**config.mk**
```make
export PLATFORM = sky130hd
export DESIGN_NAME = mc_sequencer
export DESIGN_NICKNAME = d
export VERILOG_FILES = /design/src/rtl/mc_sequencer.sv
export SDC_FILE = /design/constraint.sdc
export NUM_CORES = 1
export LEC_CHECK = 0
export ABC_AREA = 1
export BUFFER_PORTS_ARGS = -buffer_cell sky130_fd_sc_hd__buf_4
export CAP_MARGIN = 20
export CORE_MARGIN = 2
export CORE_UTILIZATION = 29
export CTS_CLUSTER_DIAMETER = 200
export CTS_CLUSTER_SIZE = 14
export DETAILED_ROUTE_END_ITERATION = 7
export SLEW_MARGIN = 25
export SYNTH_ARGS = -nofsm -noshare
export SYNTH_HDL_FRONTEND = slang
export SYNTH_SLANG_ARGS = --single-unit
```
**constraint.sdc**
```tcl
create_clock -name clk -period 3.2 [get_ports clk]
set_clock_uncertainty 0.1 [all_clocks]
set_input_delay 0.32 -clock clk [delete_from_list [all_inputs] [get_ports clk]]
set_output_delay 0.32 -clock clk [all_outputs]
set_load 0.01 [all_outputs]
```
**src/rtl/mc_sequencer.sv**
```systemverilog
// Multi-cycle control sequencer: phases FETCH/DECODE/REGREAD/EXECUTE/WRITEBACK, owns PC.
// Latency: 5 cycles per instruction with zero-wait fetch, +1 per imem_ack wait cycle.
// Backpressure: FETCH stalls until imem_ack; TIMEOUT consecutive unacked cycles halt with fault.
module mc_sequencer #(
    parameter int              PC_W     = 8,
    parameter logic [PC_W-1:0] PC_RESET = '0,
    parameter int              TIMEOUT  = 15,
    parameter int              CNT_W    = 16
) (
    input  logic             clk,
    input  logic             rst_n,
    input  logic             start,
    output logic             imem_req,
    input  logic             imem_ack,
    input  logic             halt_req,
    input  logic             instr_inv,
    input  logic             pc_load,
    input  logic [PC_W-1:0]  pc_target,
    input  logic             wb_en,
    output logic [2:0]       state,
    output logic [PC_W-1:0]  pc,
    output logic             rf_we,
    output logic             halted,
    output logic             fault,
    output logic [CNT_W-1:0] retired,
    output logic [CNT_W-1:0] cycles
);

    typedef enum logic [2:0] {
        S_IDLE      = 3'd0,
        S_FETCH     = 3'd1,
        S_DECODE    = 3'd2,
        S_REGREAD   = 3'd3,
        S_EXECUTE   = 3'd4,
        S_WRITEBACK = 3'd5,
        S_HALT      = 3'd6
    } state_t;

    // Wait counter must hold TIMEOUT-1; one extra bit of headroom keeps TIMEOUT=1 legal.
    localparam int              WC_W      = $clog2(TIMEOUT + 1);
    localparam logic [WC_W-1:0] WAIT_LAST = WC_W'(TIMEOUT - 1);

    state_t           st;
    logic [WC_W-1:0]  wait_cnt;
    logic [PC_W-1:0]  pc_q;
    logic [PC_W-1:0]  next_pc;
    logic             wb_q;
    logic             fault_q;
    logic [CNT_W-1:0] retired_q;
    logic [CNT_W-1:0] cycles_q;

    // All outputs are decodes of registered state, so reset clears them without a clock edge.
    assign state    = st;
    assign pc       = pc_q;
    assign imem_req = (st == S_FETCH);
    assign rf_we    = (st == S_WRITEBACK) && wb_q;
    assign halted   = (st == S_HALT);
    assign fault    = fault_q;
    assign retired  = retired_q;
    assign cycles   = cycles_q;

    // Phase sequencing, PC ownership, fetch timeout and retire accounting.
    always_ff @(posedge clk or negedge rst_n) begin
        if (!rst_n) begin
            st        <= S_IDLE;
            wait_cnt  <= '0;
            pc_q      <= PC_RESET;
            next_pc   <= PC_RESET;
            wb_q      <= 1'b0;
            fault_q   <= 1'b0;
            retired_q <= '0;
        end else begin
            case (st)
                S_IDLE: begin
                    if (start) begin
                        st       <= S_FETCH;
                        wait_cnt <= '0;
                    end
                end
                S_FETCH: begin
                    // An ack on the final allowed cycle still wins over the timeout.
                    if (imem_ack) begin
                        st <= S_DECODE;
                    end else if (wait_cnt == WAIT_LAST) begin
                        st      <= S_HALT;
                        fault_q <= 1'b1;
                    end else begin
                        wait_cnt <= wait_cnt + WC_W'(1);
                    end
                end
                S_DECODE: begin
                    st <= halt_req ? S_HALT : S_REGREAD;
                end
                S_REGREAD: begin
                    st <= S_EXECUTE;
                end
                S_EXECUTE: begin
                    // Invalid instruction aborts before any PC or writeback side effect.
                    if (instr_inv) begin
                        st      <= S_HALT;
                        fault_q <= 1'b1;
                    end else begin
                        next_pc <= pc_load ? pc_target : pc_q + PC_W'(1);
                        wb_q    <= wb_en;
                        st      <= S_WRITEBACK;
                    end
                end
                S_WRITEBACK: begin
                    pc_q     <= next_pc;
                    wb_q     <= 1'b0;
                    wait_cnt <= '0;
                    if (retired_q != '1) begin
                        retired_q <= retired_q + CNT_W'(1);
                    end
                    st <= S_FETCH;
                end
                S_HALT: begin
                    st <= S_HALT;
                end
                default: begin
                    st <= S_HALT;
                end
            endcase
        end
    end

    // Saturating count of cycles spent in the active phases FETCH..WRITEBACK.
    always_ff @(posedge clk or negedge rst_n) begin
        if (!rst_n) begin
            cycles_q <= '0;
        end else if ((st >= S_FETCH) && (st <= S_WRITEBACK) && (cycles_q != '1)) begin
            cycles_q <= cycles_q + CNT_W'(1);
        end
    end

endmodule

```
# Word level (Yosys, flattened, before mapping)
# Cells that the tools add are included.
word_totals:
  ram_bits: 0
  memories: 0
  elab_cells: 61
  reg_bits: 57
  latch_bits: 0
  rom_bits: 0
op_classes:
  n_mux: 17
  n_shift: 0
  div: 0
  n_eq_ne: 16
  mul: 0
  order_cmp: 2
  reduce_logical: 13
  bitwise_logic: 1
  add_sub_neg: 4
op_table:
  columns: ["op", "count"]
  rows:
  - ["16-bit by 1-bit adder with 16-bit output, second input constant", 2]
  - ["16-bit != test, second input constant", 2]
  - ["3-bit one-hot mux with 6 select lines", 1]
  - ["3-bit two-way mux", 4]
  - ["4-bit two-way mux", 3]
  - ["4-bit one-hot mux with 3 select lines", 1]
  - ["2-bit != test, second input constant", 5]
  - ["3-bit equality test, second input constant", 3]
  - ["8-bit by 1-bit adder with 8-bit output, second input constant", 1]
  - ["8-bit two-way mux", 1]
  - ["2-bit AND reduction", 4]
  - ["4-bit AND reduction", 2]
  - ["3-bit by 2-bit equality test with 1-bit output, second input constant", 2]
  - ["4-bit by 1-bit adder with 4-bit output, second input constant", 1]
  - ["4-bit equality test, second input constant", 1]
  - ["1-bit two-way mux", 4]
  - ["1-bit one-hot mux with 2 select lines", 2]
  - ["2-bit nonzero test", 2]
  - ["3-bit by 1-bit equality test with 1-bit output, second input constant", 1]
  - ["3-bit by 1-bit greater-or-equal comparator with 1-bit output, second input constant", 1]
  - ["3-bit less-or-equal comparator, second input constant", 1]
  - ["1-bit logical AND", 3]
  - ["3-bit logical NOT", 1]
  - ["3-bit by 1-bit != test with 1-bit output, second input constant", 1]
  - ["other kinds (4)", 4]

# Logic depth before layout (Yosys ltp)
# Gate-level depths: netlist of the first run.
logic_depth:
  depth_word: 4
  mapped_depth: 9
  ltp_nobuf: 9

# Worst setup path before layout of the first run
# Ideal clock, no wire load.
synth_path:
  path_kind: "reg2reg"
  startpoint: "reg cycles_q[0] (netlist: cycles[0])"
  endpoint: "reg cycles_q[3] (netlist: cycles[3])"
  arrival_time_ns: 1.522
  path_slack_ns: 1.461
  path_stages_with_launch: 10
  path_cell_list: "dfrtp_1 -> ha_1 -> inv_2 -> nor2_4 -> nand2_4 -> o21ai_4 -> inv_4 -> buf_6 -> nand2_1 -> nand2_1"
synth_via:
  elab_chain_cells: 2
synth_lines:
  columns: ["element", "line_no", "text"]
  rows:
  - ["from (decl)", "50", "logic [CNT_W-1:0] cycles_q;"]
  - ["from (signal assigned)", "132", "cycles_q <= cycles_q + CNT_W'(1);"]
  - ["branches (longest 2 deep; another with 16-bit by 1-bit adder with 16-bit output)", null, null]
# Several ways; the timed one is not identified.
# A chain may end at the register's enable or synchronous reset.

# Worst setup path after layout of the first run
layout_path:
  startpoint: "reg st[1] (netlist: state[1])"
  endpoint: "out rf_we"
layout_via:
  elab_chain_cells: 2
layout_lines:
  columns: ["element", "line_no", "text"]
  rows:
  - ["from (decl)", "43", "state_t st;"]
  - ["from (signal assigned)", "92", "st <= halt_req ? S_HALT : S_REGREAD;"]
  - ["3-bit equality test", "56", "assign rf_we = (st == S_WRITEBACK) && wb_q;"]
  - ["1-bit logical AND", "56", null]
  - ["to (decl)", "22", "output logic rf_we,"]
# No other way between the ends.

==> impl_metrics.env, run 1 <==
export IMPL_status="complete, no violations"
export IMPL_hold_buffers=1
export IMPL_grt_first_pass_wirelength_mm=13.5
export IMPL_cts_sinks=57
export IMPL_clockRootBuffer="clkbuf_16"
export IMPL_min_path_type="input pin to flop"
export IMPL_cts_resized=0
export IMPL_p_total_mw=2.02
export IMPL_fin_nets=560
export IMPL_cts_inserted_buffers=9
export IMPL_p_leak_nw=2.15
export IMPL_synth_most_common_cell="nand2_1"
export IMPL_hold_violations=0
export IMPL_coreArea_um2=11300
export IMPL_first_global_vias=2893
export IMPL_dp_hpwl_mm=5.72
export IMPL_avgSynthCellArea_um2=7.11
export IMPL_setup_tns_ns=0
export IMPL_timing_fmax_ghz=0.458
export IMPL_yosysTopAreaCell="dfrtp_1"
export IMPL_grt_use_total=0.133
export IMPL_r2r_slack_ns=1.22
export IMPL_crit_path_max_fanout=17
export IMPL_synth_ff_type="dfrtp_1"
export IMPL_r2r_cells=8
export IMPL_tightestPinTransition_ns=0.759
export IMPL_port_buffers=62
export IMPL_cp_top_family="simple AND/OR/NAND/NOR gates"
export IMPL_ys_warn_count=0
export IMPL_synthArstFlopShare=1.00
export IMPL_wl_per_cell_um=11.6
export IMPL_slew_headroom=0.494
export IMPL_routed_via_count=3115
export IMPL_grt_ovfl_total=0
export IMPL_crit_arrival_ns=1.77
export IMPL_htree_levels=3
export IMPL_finalSetupViolCount=0
export IMPL_required_ns=2.78
export IMPL_yosys_top_cells_area="dfrtp_1, nand2_1, nor2_1"
export IMPL_finalWeightedCongestion=0.834
export IMPL_start_util=0.296
export IMPL_worstReg2RegStart="cycles[0]$_DFFE_PN0P_"
export IMPL_pwr_density_cell_nw_per_um2=479
export IMPL_die_w_um=111
export IMPL_antenna_left=0
export IMPL_postCtsSetupRepairBufs=0
export IMPL_die_y_um=111
export IMPL_syn_area_um2=3350
export IMPL_r2r_end="cycles[13]$_DFFE_PN0P_"
export IMPL_hold_start="instr_inv"
export IMPL_netlist_instances=471
export IMPL_grt_max_degree=58
export IMPL_row_count=39
export IMPL_synth_edf_count=0
export IMPL_peakVddDrop_mv=0.221
export IMPL_die_area_um2=12400
export IMPL_synth_seq_cells=57
export IMPL_clk_pin_slew_ns=0.05
export IMPL_diodes=0
export IMPL_startpoint="state[1]$_DFFE_PN0P_"
export IMPL_route_detailed_drc=0
export IMPL_wl_mm=7.99
export IMPL_synth_cell_types=32
export IMPL_cts_tree="built"
export IMPL_crit_path_cell_trace="inv_1, nand2_2, nor2_4, inv_2, nor2_1, buf_4"
export IMPL_num_io_pins=63
export IMPL_min_path_cells=3
export IMPL_maxCapViolCount=0
export IMPL_insertion_delay_ns=0.33
export IMPL_via_per_inst=4.53
export IMPL_synth_seq_area_share=0.426
export IMPL_min_to="state[1]$_DFFE_PN0P_"
export IMPL_slew_violations=0
export IMPL_critPathLaunchType="flop"
export IMPL_clockBufferDepth=2
export IMPL_yosysTopAreaCellShare=0.426
export IMPL_drt_iter0_markers=116
export IMPL_fin_crit_sh=0.683
export IMPL_synth_commonest_cells="nand2_1, dfrtp_1, nor2_1, inv_1, nand3_1"
export IMPL_finalCriticalPeriod_ns=2.19
export IMPL_worstSetupPathType="flop to output pin"
export IMPL_end_kind="output pin"
export IMPL_worst_path_buf_inv=3
export IMPL_drive_above_1_share=0.169
export IMPL_cp_slowest_cell="dfrtp_1"
export IMPL_antenna_found_initial=0
export IMPL_area_delta_synth_final_pct=26.2
export IMPL_first_pass_iters=4
export IMPL_max_stage_delay_ns=0.40
export IMPL_rsz0062_at_grt="false"
export IMPL_synth_nets=492
-- stage by stage --
| step | hold slack (ns) | util | cell area (um^2) | worst slack [ns] | instances |
|---|---|---|---|---|---|
| 2_1_floorplan | -0.0756 | - | 3350 | 1.46 | 471 |
| 3_3_place_gp | 0.340 | 0.348 | 3940 | 1.30 | 670 |
| 3_5_place_dp | 0.346 | 0.348 | 3940 | 1.23 | 670 |
| 4_1_cts | 0.159 | 0.373 | 4230 | 0.979 | 687 |
| 5_1_grt | 0.174 | 0.373 | 4230 | 0.813 | 687 |
| 6_report | 0.164 | 0.373 | 4230 | 1.01 | 687 |
-- power breakdown --
group	internal (mW)	switching (mW)
clock network	0.564	0.326
logic	0.120	0.127
registers	0.805	0.0823
total	1.49	0.536
-- layout by cell type, fill, tap and decap left out, drive strengths merged, types with 2 or more instances in the layout --
cell type	count
a21oi	3
buf	62
clkbuf	14
clkinv	2
dfrtp	57
ha	5
inv	43
nand2	216
nand3	24
nand4	11
nor2	55
o21ai	24
xnor2	9
xor2	8
-- how the worst max path moves through the flow --
stage               slack, ns                      to  depth (start not counted)
global placement         1.30  cycles[14]$_DFFE_PN0P_                          8
CTS                      0.98                   rf_we                          6
global route             0.81                   rf_we                          6
floorplan                1.46   cycles[3]$_DFFE_PN0P_                          9
finish                   1.01                   rf_we                          6
detailed placement       1.23  cycles[14]$_DFFE_PN0P_                          8
-- registers in the layout, indices dropped and copies added (netlist names) --
register / count
wb_q: 1
wait_cnt: 4
retired: 16
pc: 8
cycles: 16
state: 3
fault: 1
next_pc: 8
-- worst reg2reg max path, cell delays in order (launching register included) --
cell	delay, ns
dfrtp_1	0.44
ha_1	0.29
inv_2	0.07
nor2_4	0.14
nand2_4	0.08
o21ai_4	0.41
inv_4	0.18
nand2_1	0.11
nand2_1	0.05
-- cells by family after synthesis --
kind of cell / count (synthesis) / share of synthesized area
and+or+nand+nor: 308 / 0.381
DFF: 57 / 0.426
buffers and inverters: 50 / 0.0661
AOI/OAI and AO/OA: 33 / 0.0605
xor gates and xnor gates: 17 / 0.0445
adders and majority gates: 5 / 0.0187
muxes: 1 / 0.00299
-- metal layers --
| layer | wire, um | part of all wire | global-route usage |
|---|---|---|---|
| met4 | 155 | 0.019 | 0.0601 |
| met3 | 319 | 0.040 | 0.0343 |
| met2 | 3770 | 0.47 | 0.215 |
| met5 | 0 | 0 | 0 |
| met1 | 3740 | 0.47 | 0.169 |
-- cell type report --
| cell class | count | area, um^2 |
|---|---|---|
| fill | 1185 | 7100 |
| multi-input combinational | 364 | 1700 |
| inverter | 44 | 168 |
| tap | 143 | 179 |
| clock inverter | 2 | 12.5 |
| clock buffer | 14 | 264 |
| timing repair buffer | 63 | 475 |
| sequential | 57 | 1430 |
No activity file was read; power rests on OpenSTA's default activity.
==> run 2: changes to the inputs <==
==> constraint.sdc (replaced) <==
create_clock -name clk -period 2.25 [get_ports clk]
set_clock_uncertainty 0.1 [all_clocks]
set_input_delay 0.225 -clock clk [delete_from_list [all_inputs] [get_ports clk]]
set_output_delay 0.225 -clock clk [all_outputs]
set_load 0.01 [all_outputs]
==> impl_metrics.env, run 2 (synthesized netlist as in run 1, its figures left out) <==
export IMPL_grt_use_total=0.134
export IMPL_routed_via_count=3116
export IMPL_die_y_um=111
export IMPL_power_switching_mw=0.771
export IMPL_cts_tree="built"
export IMPL_drive_above_1_share=0.172
export IMPL_hold_violations=0
export IMPL_die_area_um2=12400
export IMPL_coreArea_um2=11300
export IMPL_cts_resized=0
export IMPL_hold_buffers=1
export IMPL_grt_ovfl_total=0
export IMPL_port_buffers=62
export IMPL_wl_mm=7.96
export IMPL_start_util=0.296
export IMPL_finalSetupViolCount=0
export IMPL_peakVddDrop_mv=0.266
export IMPL_diodes=0
export IMPL_row_count=39
export IMPL_p_seq_frac=0.430
export IMPL_clockBufferDepth=2
export IMPL_end_kind="flop"
export IMPL_clockRootBuffer="clkbuf_16"
export IMPL_area_delta_synth_final_pct=26.7
export IMPL_num_io_pins=63
export IMPL_fin_nets=562
export IMPL_p_leak_nw=2.16
export IMPL_wl_per_cell_um=11.6
export IMPL_layout_common_cells="nand2_1, buf_4, dfrtp_1"
export IMPL_grt_max_degree=58
export IMPL_htree_levels=3
export IMPL_setup_tns_ns=0
export IMPL_crit_path_max_fanout=9
export IMPL_dp_hpwl_mm=5.73
export IMPL_timing_fmax_ghz=0.550
export IMPL_grt_first_pass_wirelength_mm=13.6
export IMPL_antenna_found_initial=0
export IMPL_insertion_delay_ns=0.33
export IMPL_clk_pin_slew_ns=0.05
export IMPL_r2r_slack_ns=0.43
export IMPL_pwr_share_clk=0.448
export IMPL_route_detailed_drc=0
export IMPL_post_route_util=0.375
export IMPL_tightestPinTransition_ns=0.740
export IMPL_sw_frac_of_total=0.263
export IMPL_die_w_um=111
export IMPL_maxCapViolCount=0
export IMPL_crit_arrival_ns=1.98
export IMPL_slew_violations=0
export IMPL_slew_headroom=0.506
export IMPL_drt_iter0_markers=86
export IMPL_required_ns=2.42
export IMPL_final_common_cell="nand2_1"
export IMPL_r2r_cells=8
export IMPL_via_per_inst=4.53
export IMPL_critPathLaunchType="flop"
export IMPL_finalWeightedCongestion=0.823
export IMPL_status="complete, no violations"
export IMPL_fin_crit_sh=0.808
export IMPL_cts_sinks=57
export IMPL_cts_inserted_buffers=9
export IMPL_postCtsSetupRepairBufs=0
export IMPL_min_path_type="input pin to flop"
export IMPL_fin_hold_ws_ns=0.0859
export IMPL_antenna_left=0
export IMPL_p_int_mw=2.16
export IMPL_finalCriticalPeriod_ns=1.82
export IMPL_rsz0062_at_grt="false"
export IMPL_first_pass_iters=5
export IMPL_first_global_vias=3025
export IMPL_pwr_density_cell_nw_per_um2=691
export IMPL_p_comb_frac=0.122
export IMPL_min_path_cells=3
export IMPL_p_total_mw=2.93
export IMPL_setup_slack_ns=0.433
export IMPL_dp_worst_setup_slack_ns=0.440
export IMPL_worstSetupPathType="flop to flop"
==> run 2: metal layers <==
layer	global-route usage	wire length [um]	vias up
li1	-	-	1612
met1	0.167	3670	1443
met5	0	0	-
met2	0.220	3830	45
met3	0.0338	270	16
met4	0.0642	195	0
==> run 2: final cells by class <==
class / count / area (um^2)
Fill cell: 1206 / 7080
Timing Repair Buffer: 65 / 490
Tap cell: 143 / 179
Inverter: 44 / 168
Clock buffer: 11 / 233
Multi-Input combinational cell: 364 / 1700
Clock inverter: 4 / 45.0
Sequential cell: 57 / 1430
==> run 2: power groups by stage <==
stage / Sequential [mW] / Combinational [mW] / Clock (mW)
5_1_grt: 1.28 / 0.406 / 1.39
2_1_floorplan: 1.27 / 0.177 / 0
6_report: 1.26 / 0.357 / 1.31
3_5_place_dp: 1.27 / 0.362 / 0
4_1_cts: 1.26 / 0.366 / 1.35
3_3_place_gp: 1.27 / 0.352 / 0
==> run 2: critical path, stage by stage, from the launching register on <==
cell,delay [ns]
dfrtp_1,0.44
ha_1,0.29
inv_2,0.06
nor2_4,0.15
nand2_4,0.08
o21ai_4,0.27
buf_4,0.23
nand2_1,0.06
nand2_1,0.07
==> run 2: worst paths after layout <==
check                                        from                     end
max in group asynchronous                   rst_n  cycles[12]$_DFFE_PN0P_
setup reg to reg            cycles[0]$_DFFE_PN0P_   cycles[8]$_DFFE_PN0P_
hold / removal                          instr_inv    state[1]$_DFFE_PN0P_
hold reg to reg            next_pc[0]$_DFFE_PN0P_       pc[0]$_DFFE_PN0P_
min in group asynchronous                   rst_n       pc[6]$_DFFE_PN0P_
setup / recovery            cycles[0]$_DFFE_PN0P_   cycles[8]$_DFFE_PN0P_
==> run 2: stage by stage <==
| step | instance area (um^2) | std cells |
|---|---|---|
| final | 4240 | 688 |
| after global routing | 4240 | 688 |
| after CTS | 4240 | 688 |
| after detailed placement | 3950 | 672 |
| after global placement | 3950 | 672 |
| after floorplan | 3350 | 471 |
==> run 3: changes to the inputs <==
==> constraint.sdc (replaced) <==
create_clock -name clk -period 1.8 [get_ports clk]
set_clock_uncertainty 0.1 [all_clocks]
set_input_delay 0.18 -clock clk [delete_from_list [all_inputs] [get_ports clk]]
set_output_delay 0.18 -clock clk [all_outputs]
set_load 0.01 [all_outputs]
==> impl_metrics.env, run 3 (synthesized netlist as in run 1, its figures left out) <==
export IMPL_status="complete, no violations"
export IMPL_cts_tree="built"
export IMPL_port_buffers=62
export IMPL_grt_ovfl_total=0
export IMPL_p_comb_frac=0.126
export IMPL_die_area_um2=12400
export IMPL_num_io_pins=63
export IMPL_pwr_share_clk=0.491
export IMPL_finalWeightedCongestion=0.800
export IMPL_slew_violations=0
export IMPL_dp_hpwl_mm=6.05
export IMPL_crit_path_cell_trace="ha_1, nand3_1, inv_1, nand3_2, nor2_2, nor2_4, buf_4, nand2_1, nand2_1"
export IMPL_end_kind="flop"
export IMPL_clk_pin_slew_ns=0.05
export IMPL_drt_iter0_markers=79
export IMPL_power_switching_mw=1.00
export IMPL_coreArea_um2=11300
export IMPL_crit_arrival_ns=1.77
export IMPL_area_delta_synth_final_pct=33.2
export IMPL_insertion_delay_ns=0.33
export IMPL_fin_nets=577
export IMPL_setup_tns_ns=0
export IMPL_rsz0062_at_grt="false"
export IMPL_cp_slowest_cell="dfrtp_1"
export IMPL_htree_levels=3
export IMPL_wl_mm=8.19
export IMPL_final_common_cell="nand2_1"
export IMPL_routed_via_count=3217
export IMPL_die_y_um=111
export IMPL_tightestPinTransition_ns=0.461
export IMPL_grt_first_pass_wirelength_mm=14.1
export IMPL_grt_max_degree=34
export IMPL_antenna_left=0
export IMPL_via_per_inst=4.57
export IMPL_row_count=39
export IMPL_antenna_found_initial=0
export IMPL_finalCriticalPeriod_ns=1.65
export IMPL_clockBufferDepth=2
export IMPL_diodes=0
export IMPL_fin_hold_ws_ns=0.0223
export IMPL_timing_fmax_ghz=0.607
export IMPL_first_global_vias=3139
export IMPL_crit_path_max_fanout=5
export IMPL_multiInputGateArea_um2=1700
export IMPL_route_detailed_drc=0
export IMPL_crit_top_cell="nand2_1"
export IMPL_fillCellCount=1189
export IMPL_grt_use_total=0.138
export IMPL_worstSetupPathType="flop to flop"
export IMPL_fin_crit_sh=0.916
export IMPL_peakVddDrop_mv=0.657
export IMPL_clockRootBuffer="clkbuf_16"
export IMPL_sw_frac_of_total=0.249
export IMPL_post_route_util=0.394
export IMPL_pwr_density_cell_nw_per_um2=904
export IMPL_start_util=0.296
export IMPL_hold_violations=0
export IMPL_critPathLaunchType="flop"
export IMPL_cts_inserted_buffers=9
export IMPL_required_ns=1.93
export IMPL_min_path_type="input pin to flop"
export IMPL_cts_sinks=57
export IMPL_slew_headroom=0.693
export IMPL_die_w_um=111
export IMPL_p_total_mw=4.03
export IMPL_p_int_mw=3.03
export IMPL_wl_per_cell_um=11.6
export IMPL_finalSetupViolCount=0
export IMPL_drive_above_1_share=0.203
export IMPL_p_leak_nw=2.28
export IMPL_layout_common_cells="nand2_1, buf_4, dfrtp_1"
export IMPL_maxCapViolCount=0
export IMPL_first_pass_iters=4
export IMPL_p_seq_frac=0.384
export IMPL_max_stage_delay_ns=0.40
export IMPL_seq_area_um2=1430
-- run 3: power groups by stage --
stage	clock network [mW]	logic (mW)	registers, mW
detailed placement	0	0.515	1.57
global route	2.08	0.578	1.57
CTS	2.03	0.519	1.55
floorplan	0	0.222	1.59
finish	1.98	0.507	1.55
global placement	0	0.502	1.57
-- run 3: area by class of cell --
class                      instances  area share
tap                              143      0.0401
inverter                          44      0.0376
sequential                        57       0.320
timing repair buffer              80       0.144
multi-input combinational        364       0.382
clock buffer                       9      0.0505
clock inverter                     7      0.0266
-- run 3: critical path: cells and delay by family (launching register included) --
| family | cells | cell delay [ns] |
|---|---|---|
| buf+inv | 2 | 0.27 |
| fa+ha+maj | 1 | 0.20 |
| flops | 1 | 0.40 |
| simple gates | 6 | 0.57 |
-- run 3: path summary, 6_finish.rpt --
| kind | startpoint | slack (ns) | to | depth (start not counted) |
|---|---|---|---|---|
| worst max register to register | retired[1]$_DFFE_PN0P_ | 0.15 | retired[0]$_DFFE_PN0P_ | 9 |
| max in group asynchronous | rst_n | 0.86 | cycles[3]$_DFFE_PN0P_ | 3 |
| min in group asynchronous | rst_n | 0.24 | pc[5]$_DFFE_PN0P_ | 2 |
| worst min-delay path | instr_inv | 0.02 | state[1]$_DFFE_PN0P_ | 3 |
| worst max-delay path | retired[1]$_DFFE_PN0P_ | 0.15 | retired[0]$_DFFE_PN0P_ | 9 |
| worst min register to register | next_pc[0]$_DFFE_PN0P_ | 0.37 | pc[0]$_DFFE_PN0P_ | 2 |
-- run 3: metrics by stage --
| stage | worst slack (ns) | instance area [um^2] | instances |
|---|---|---|---|
| 2_1_floorplan | 0.0611 | 3350 | 471 |
| 3_3_place_gp | 0.180 | 4060 | 684 |
| 3_5_place_dp | 0.137 | 4060 | 684 |
| 4_1_cts | 0.0937 | 4410 | 701 |
| 5_1_grt | 0.0247 | 4460 | 704 |
| 6_report | 0.152 | 4460 | 704 |
-- run 3: per-layer routing --
layer	up-vias	track usage	routed length, um
li1	1642	-	-
met1	1519	0.171	3690
met2	44	0.233	4050
met3	12	0.0261	271
met4	0	0.0658	172
met5	-	0	0
-- run 3: what timing repair did --
| action | 4_1_cts | 5_1_grt |
|---|---|---|
| resized for setup | 0 | 2 |
| setup buffers | 0 | 3 |
| hold endpoints to repair | 32 | 0 |
| hold buffers | 1 | 0 |
| setup endpoints to repair | 0 | 16 |
